===== config.mk =====
export PLATFORM = sky130hd
export DESIGN_NAME = half_adder_core
export DESIGN_NICKNAME = d
export VERILOG_FILES = /design/src/rtl/half_adder_core.sv
export SDC_FILE = /design/constraint.sdc
export NUM_CORES = 1
export LEC_CHECK = 0
export CORE_ASPECT_RATIO = 0.6
export CORE_MARGIN = 2
export CORE_UTILIZATION = 35
export DETAILED_ROUTE_END_ITERATION = 8
export SLEW_MARGIN = 20
export SYNTH_ARGS = -nofsm -noshare
export SYNTH_HDL_FRONTEND = slang
export SYNTH_SLANG_ARGS = --single-unit

===== constraint.sdc =====
create_clock -name clk -period 1.8 [get_ports clk]
set_clock_uncertainty 0.05 [all_clocks]
set_input_delay 0.18 -clock clk [delete_from_list [all_inputs] [get_ports clk]]
set_output_delay 0.18 -clock clk [all_outputs]
set_load 0.02 [all_outputs]

===== src/rtl/half_adder_core.sv =====
// Lane-parallel half adder with combinational and one-cycle registered results,
// plus a saturating counter of lane carries captured on valid cycles.
module half_adder_core #(
    parameter int WIDTH = 1,
    parameter int CNT_W = 16
) (
    input  logic             clk,
    input  logic             rst_n,
    input  logic [WIDTH-1:0] a,
    input  logic [WIDTH-1:0] b,
    input  logic             in_valid,
    output logic [WIDTH-1:0] sum,
    output logic [WIDTH-1:0] carry,
    output logic [WIDTH-1:0] sum_q,
    output logic [WIDTH-1:0] carry_q,
    output logic             out_valid,
    output logic [CNT_W-1:0] carry_cnt,
    input  logic             clr_cnt
);

    localparam int PC_W  = $clog2(WIDTH + 1);
    // One spare bit so an overflowing add is visible before clamping.
    localparam int ACC_W = ((CNT_W > PC_W) ? CNT_W : PC_W) + 1;
    localparam logic [ACC_W-1:0] CNT_MAX = ACC_W'({CNT_W{1'b1}});

    function automatic logic [PC_W-1:0] popcount(input logic [WIDTH-1:0] v);
        logic [PC_W-1:0] n;
        n = {PC_W{1'b0}};
        for (int i = 0; i < WIDTH; i++) begin
            n = n + PC_W'(v[i]);
        end
        return n;
    endfunction

    logic [WIDTH-1:0] sum_s;
    logic [WIDTH-1:0] carry_s;
    logic [PC_W-1:0]  pop_s;
    logic [ACC_W-1:0] acc_s;
    logic [CNT_W-1:0] cnt_nxt_s;
    logic [WIDTH-1:0] sum_q_r;
    logic [WIDTH-1:0] carry_q_r;
    logic             out_valid_r;
    logic [CNT_W-1:0] carry_cnt_r;

    assign sum_s   = a ^ b;
    assign carry_s = a & b;
    assign pop_s   = popcount(carry_s);
    assign acc_s   = ACC_W'(carry_cnt_r) + ACC_W'(pop_s);

    // Next carry count: clear wins over accumulate, accumulate clamps at all-ones.
    always_comb begin
        cnt_nxt_s = carry_cnt_r;
        if (clr_cnt) begin
            cnt_nxt_s = {CNT_W{1'b0}};
        end else if (in_valid) begin
            if (acc_s > CNT_MAX) begin
                cnt_nxt_s = {CNT_W{1'b1}};
            end else begin
                cnt_nxt_s = acc_s[CNT_W-1:0];
            end
        end else begin
            cnt_nxt_s = carry_cnt_r;
        end
    end

    // Result capture, valid flag and carry counter state.
    always_ff @(posedge clk or negedge rst_n) begin
        if (!rst_n) begin
            sum_q_r     <= {WIDTH{1'b0}};
            carry_q_r   <= {WIDTH{1'b0}};
            out_valid_r <= 1'b0;
            carry_cnt_r <= {CNT_W{1'b0}};
        end else begin
            if (in_valid) begin
                sum_q_r   <= sum_s;
                carry_q_r <= carry_s;
            end
            out_valid_r <= in_valid;
            carry_cnt_r <= cnt_nxt_s;
        end
    end

    assign sum       = sum_s;
    assign carry     = carry_s;
    assign sum_q     = sum_q_r;
    assign carry_q   = carry_q_r;
    assign out_valid = out_valid_r;
    assign carry_cnt = carry_cnt_r;

endmodule


Word-level counts from Yosys, hierarchy flattened:

Index checks and enable logic that the tools add are counted.
W data, S select, Z words.

* bits in registers: 19
* bits of input ports: 6
* output and inout port bits: 21
* word-level logic and storage cells: 12

* add/subtract/negate cells: 1
* $lt $le $gt $ge: 1
* mux-type cells: 3
* bitwise operators: 2
* reduce and logical (&&, ||, !) cells: 1

Operators by type and width (number)
* $mux W16: 3
* $add A16 B1 Y17: 1
* $gt A17 B16 Y1 const B: 1
* $reduce_bool A2 Y1: 1
* $and A1 B1 Y1: 1
* $xor A1 B1 Y1: 1

Longest topological paths before layout:

Gate-level depths: netlist of the first run.

* depth in word-level cells: 6
* gate-level depth with buffers: 7
* depth with buffers taken out: 6

Least setup slack after synthesis of the first run:

No wires, ideal clock.

* path type: register to register
* from: register carry_cnt_r[5], in the netlist carry_cnt[5]
* to: register carry_cnt_r[9], in the netlist carry_cnt[9]
* setup time: 0.096 ns
* arrival: 1.889 ns
* data required time: 1.654 ns
* path slack: -0.234 ns
* stages on the path, launching flop included: 7
* path buffers: 2
* clock period less this slack: 2.034 ns
* path through: dfrtp_1 buf_2 nand4_2 or4_1 buf_2 and3_4 a311oi_2

* longest elaborated chain between the ends: 5

RTL lines
* from (decl): line 43 `logic [CNT_W-1:0] carry_cnt_r;`
* from (signal assigned): line 72 `carry_cnt_r <= {CNT_W{1'b0}};`
* from (signal assigned): line 79 `carry_cnt_r <= cnt_nxt_s;`
* $add A16 B1 Y17 *: line 48 `assign acc_s = ACC_W'(carry_cnt_r) + ACC_W'(pop_s);`
* $gt A17 B16 Y1: line 56 `if (acc_s > CNT_MAX) begin`
* $mux W16 *: line 56
* $mux W16 *: line 55 `end else if (in_valid) begin`
* $mux W16 *: line 53 `if (clr_cnt) begin`

Every way passes the cells marked *; elsewhere a longest branch is shown, timed or not. The select of a mux whose other input is x is not followed.
A chain may end at the register's enable or synchronous reset.

Worst setup path after layout of the first run:

* from: register carry_cnt_r[0], in the netlist carry_cnt[0]
* to: register carry_cnt_r[5], in the netlist carry_cnt[5]

The elaborated chain is that of the path after synthesis.

==> qor.yml, run 1 <==
grt_max_degree: 20
cts.sinks: 19
areaGrowthSynthToFinish_pct: 56.7
worst_pin_slew_ns: 0.353
layout.nets: 163
antenna_cells: 0
synthesis.area_mm2: 0.00105
syn_avg_cell_area_um2: 10.1
antenna_found_initial: 0
grt_first_pass_wirelength_um: 5060
start_util: 0.367
ctsHoldBuffers: 0
wirelength_um: 3060
syn_inst: 104
cts_buffer_depth: 2
drc_errors: 0
drv_cap: 0
cts_tree: "built"
setup_ws_ns: 0.0869
rsz0062_at_grt: "no"
cp-start-kind: "flip-flop"
worstPathArrival_ns: 1.83
drive_gt1_frac: 0.379
ys_seq_area_frac: 0.451
vias: 1108
peakVddDrop_mv: 0.323
finalSetupViolations: 0
synth_edf_count: 0
fp-row-count: 15
via_per_inst: 5.68
crit_required_ns: 1.92
ant_nets: 0
grt-ovfl-total: 0
die_x_um: 74.9
clk_latency_ns: 0.26
status: "finished clean"
cts.clk_slew.worst_paths_ns: 0.08
synth_cell_types: 29
clock.fmax_mhz: 584
hp-class: "in -> async"
yosys_warnings: 0
die_y_um: 46.5
synth.ff_latch_count: 19
worst-path-max-fanout: 4
final_cell_mix: "buf_4, clkdlybuf4s50_1, dfrtp_2"
p_per_area_mw_per_mm2: 516
synthesis.nets: 113
track_usage: 0.202
fill_cells: 233
relSlewSlack: 0.763
hold_slack_ns: 0.202
io_buffers: 26
io_pins: 27
grt_pass1_vias: 989
dieArea_mm2: 0.00348
fin_crit_ns: 1.71
cts_root_buffer: "clkbuf_8"
htreeDepth: 1
drt_iter0_markers: 92
p_leak_uw: 0.000683
final_hold_viol_count: 0
gp_congestion: 0.852
period_share: 0.952
worstSetupPathType: "reg -> reg"
wire_per_inst_um: 15.7
pre_cts_ws_ns: -0.514
ys.flop_type: "dfrtp_1"
first_pass_iters: 4
maxSlewViolCount: 0
async_flop_share: 1.00
mostFrequentLayoutCell: "buf_4"
numCtsBuffers: 3
end_kind: "flip-flop"
core_mm2: 0.00287
hpwl_um: 2260
==> layout make-up <==
class / count / area [um2] / area share
sequential: 19 / 489 / 0.296
clock buffer: 3 / 41.3 / 0.0250
timing repair buffer: 53 / 460 / 0.279
tap: 42 / 52.6 / 0.0318
multi-input combinational: 74 / 593 / 0.359
clock inverter: 1 / 5.00 / 0.00303
inverter: 3 / 11.3 / 0.00681
==> per-layer routing <==
| layer | wire length (um) | up-vias | track usage |
|---|---|---|---|
| li1 | - | 514 | - |
| met1 | 1490 | 552 | 0.295 |
| met2 | 1360 | 37 | 0.298 |
| met3 | 198 | 5 | 0.0569 |
| met4 | 13 | 0 | 0.0357 |
| met5 | 0 | - | 0 |
==> cell usage after synthesis (3+ instances only) <==
cell type / count / area [um2]
a211oi_1: 5 / 37.5
a21oi_1: 5 / 25.0
a31oi_1: 8 / 50.1
and3_1: 3 / 18.8
and4_1: 5 / 43.8
clkbuf_1: 5 / 18.8
dfrtp_1: 19 / 475
ha_1: 3 / 37.5
inv_1: 3 / 11.3
nand2_1: 3 / 11.3
nand4_1: 8 / 50.1
nor2_1: 8 / 30.0
nor3_1: 3 / 15.0
nor4_1: 3 / 18.8
o21bai_1: 4 / 30.0
==> cell families after synthesis <==
kind of cell             after synthesis  synth area share
buffers and inverters                 11            0.0415
flip-flops                            19             0.451
AND/OR/NAND/NOR                       42             0.259
AO/OA/AOI/OAI                         27             0.192
multiplexers                           2            0.0214
adder cells (fa/ha/maj)                3            0.0356
==> final timing paths <==
| path | startpoint | end | slack [ns] | depth (start not counted) |
|---|---|---|---|---|
| setup / recovery | carry_cnt[0]$_DFFE_PN0P_ | carry_cnt[5]$_DFFE_PN0P_ | 0.09 | 6 |
| hold / removal | rst_n | carry_cnt[3]$_DFFE_PN0P_ | 0.20 | 2 |
| setup reg to reg | carry_cnt[0]$_DFFE_PN0P_ | carry_cnt[5]$_DFFE_PN0P_ | 0.09 | 6 |
| hold reg to reg | sum_q$_DFFE_PN0P_ | sum_q$_DFFE_PN0P_ | 0.46 | 1 |
| max in group asynchronous | rst_n | carry_cnt[9]$_DFFE_PN0P_ | 1.27 | 2 |
| min in group clk | b | sum_q$_DFFE_PN0P_ | 0.39 | 3 |
==> power breakdown <==
part           switching (uW)  internal, uW  total [uW]
registers                4.69           435         440
logic                    55.4          53.6         109
clock network             150           154         304
==> state kept, by name, indices dropped and copies added, names as in the netlist <==
register / count
carry_q: 1
sum_q: 1
out_valid: 1
carry_cnt: 16
==> per-stage QoR <==
step	total power, uW	utilization	setup TNS, ns	instance area, um2	std cells
4_1_cts	862	0.576	0	1650	195
6_report	853	0.576	0	1650	195
3_3_place_gp	559	0.552	-4.95	1590	191
5_1_grt	888	0.576	0	1650	195
3_5_place_dp	559	0.552	-5.23	1590	191
2_1_floorplan	497	-	-0.218	1130	104
==> worst max-delay path, stage by stage (launching register included) <==
cell	delay, ns
dfrtp_2	0.43
buf_4	0.15
ha_2	0.20
and4_1	0.21
and3_1	0.21
and3_1	0.19
nor4_2	0.19
==> what timing repair did <==
action                     CTS  global route
pin swaps                    2             4
setup buffers                0             0
hold endpoints to repair     0             0
resized for setup            7             0
setup endpoints to repair   10             3
Note: power is estimated with default switching activity, not from simulation.
==> run 2, diff against run 1 <==
- CAP_MARGIN: not set -> 5
- clock period: 1.8 -> 1.4 ns (I/O delays scaled with it)
==> run 2 against run 1 <==
Net effect:
- the run now ends with negative setup slack left
- total power up 28%
- hold slack worse by 0.031 ns
- register-to-register slack worse by 0.41 ns
- count of clock-buffer cells in the layout up 1
- critical path depth down 1
- die area unchanged
- global-route usage down 0.93 points
- clock power up 29%
- cell count up 3.1%
- critical endpoint is now carry_cnt[10]$_DFFE_PN0P_
==> qor.yml, run 2 (synthesis gave the netlist of run 1 again) <==
drive_gt1_frac: 0.459  # was 0.379
cts.clk_slew.worst_paths_ns: 0.07  # was 0.08 ns
wirelength_um: 3140  # was 3060 um
cts_buffer_depth: 2  # unchanged
fin_cells: 201  # was 195
numCtsBuffers: 3  # unchanged
vias: 1062  # was 1,108
layout.nets: 169  # was 163
antenna_cells: 0  # unchanged
first_pass_iters: 4  # unchanged
cts_root_buffer: "clkbuf_8"  # unchanged
rsz0062_at_grt: "yes"  # was no
drc_errors: 0  # unchanged
core_mm2: 0.00287  # unchanged
cts_tree: "built"  # unchanged
gp_congestion: 0.798  # was 0.852
dpl_cell_area_mm2: 0.00160  # was 0.00159 mm2
grt_first_pass_wirelength_um: 4920  # was 5060 um
crit_required_ns: 1.51  # was 1.92 ns
cts.sinks: 19  # unchanged
areaGrowthSynthToFinish_pct: 65.7  # was 56.7%
ctsHoldBuffers: 0  # unchanged
antenna_found_initial: 0  # unchanged
p_leak_uw: 0.000820  # was 0.000683 uW
htreeDepth: 1  # unchanged
pre_cts_ws_ns: -0.930  # was -0.514 ns
clock.fmax_mhz: 580  # was 584 MHz
via_per_inst: 5.28  # was 5.68
fin_crit_ns: 1.72  # was 1.71 ns
p_per_area_mw_per_mm2: 626  # was 516 mW/mm2
io_pins: 27  # unchanged
grt_max_degree: 20  # unchanged
ant_nets: 0  # unchanged
final_cell_mix: "buf_4, dlygate4sd2_1, dfrtp_2"  # was buf_4, clkdlybuf4s50_1, dfrtp_2
worst-path-max-fanout: 7  # was 4
drv_cap: 0  # unchanged
place_inst: 194  # was 191
fp-row-count: 15  # unchanged
cp-start-kind: "flip-flop"  # unchanged
crit_start: "carry_cnt[0]$_DFFE_PN0P_"  # unchanged
status: "finished with violations"  # was finished clean
hold_slack_ns: 0.171  # was 0.202 ns
hp-class: "in -> async"  # unchanged
worstPathArrival_ns: 1.83  # about the same
hpwl_um: 2160  # was 2260 um
violations: "negative setup slack"
setup_ws_ns: -0.325  # was 0.0869 ns
die_y_um: 46.5  # unchanged
largest_register_ffs: 16  # unchanged
start_util: 0.367  # unchanged
wire_per_inst_um: 15.6  # was 15.7 um
crit-reg2reg-launch: "carry_cnt[0]$_DFFE_PN0P_"  # unchanged
worst_pin_slew_ns: 0.321  # was 0.353 ns
worstSetupPathType: "reg -> reg"  # unchanged
end_kind: "flip-flop"  # unchanged
die_x_um: 74.9  # unchanged
grt_pass1_vias: 1041  # was 989
relSlewSlack: 0.785  # was 0.763
reg2regPathDepth: 5  # was 6
dieArea_mm2: 0.00348  # unchanged
grt-ovfl-total: 0  # unchanged
fin_area_mm2: 0.00175  # was 0.00165 mm2
power.total_uw: 1090  # was 853 uW
final_hold_viol_count: 0  # unchanged
finalSetupViolations: 15  # was 0
track_usage: 0.192  # was 0.202
peakVddDrop_mv: 0.432  # was 0.323 mV
clk_latency_ns: 0.26  # about the same
drt_iter0_markers: 75  # was 92
period_share: 1.23  # was 0.952
io_buffers: 26  # unchanged
mostFrequentLayoutCell: "buf_4"  # unchanged
maxSlewViolCount: 0  # unchanged
[run 2: stage by stage]
stage,util,TNS [ns]
6_report,0.609,-2.85
3_5_place_dp,0.558,-12.13
5_1_grt,0.609,-3.72
3_3_place_gp,0.558,-11.47
4_1_cts,0.595,-2.87
2_1_floorplan,-,-3.96
[run 2: timing repair]
action                                  in CTS  in global routing
setup buffers                                5                  1
pin swaps                                   19                 12
endpoints found under the setup margin      36                 18
cloned                                       0                  0
resized for setup                           34                  9
[run 2: area by class of cell]
| class | count | area, um2 |
|---|---|---|
| clock buffers | 4 | 45.0 |
| fillers | 259 | 1120 |
| inverters | 3 | 11.3 |
| multi-input cells | 74 | 662 |
| flip-flops and latches | 19 | 489 |
| well taps | 42 | 52.6 |
| repair buffers | 59 | 488 |
[run 2: critical path, cell delays in order (launching register included)]
cell and delay (ns):
dfrtp_2 0.39, ha_4 0.13, nand4_1 0.11, or4_4 0.49, and3_4 0.22, a221oi_2 0.23
[run 2: final timing paths]
| check | to | slack (ns) |
|---|---|---|
| worst max-delay path | carry_cnt[10]$_DFFE_PN0P_ | -0.32 |
| worst min-delay path | out_valid$_DFF_PN0_ | 0.17 |
| worst max register to register | carry_cnt[10]$_DFFE_PN0P_ | -0.32 |
| worst min register to register | sum_q$_DFFE_PN0P_ | 0.46 |
| max in group asynchronous | carry_cnt[4]$_DFFE_PN0P_ | 0.90 |
| min in group clk | sum_q$_DFFE_PN0P_ | 0.35 |
[run 2: metal layers]
| layer | GRT usage | part of all wire |
|---|---|---|
| met2 | 0.325 | 0.46 |
| met1 | 0.259 | 0.49 |
| met4 | 0.0357 | 0.0025 |
| met3 | 0.0394 | 0.039 |
| met5 | 0 | 0 |
[run 2: where the power goes]
| group | leakage (uW) | total (uW) | internal (uW) | switching, uW |
|---|---|---|---|---|
| combinational | 0.000556 | 137 | 60.1 | 76.5 |
| sequential | 0.000241 | 565 | 560 | 5.60 |
| clock | 0.0000228 | 392 | 202 | 189 |
| total | 0.000820 | 1090 | 822 | 272 |
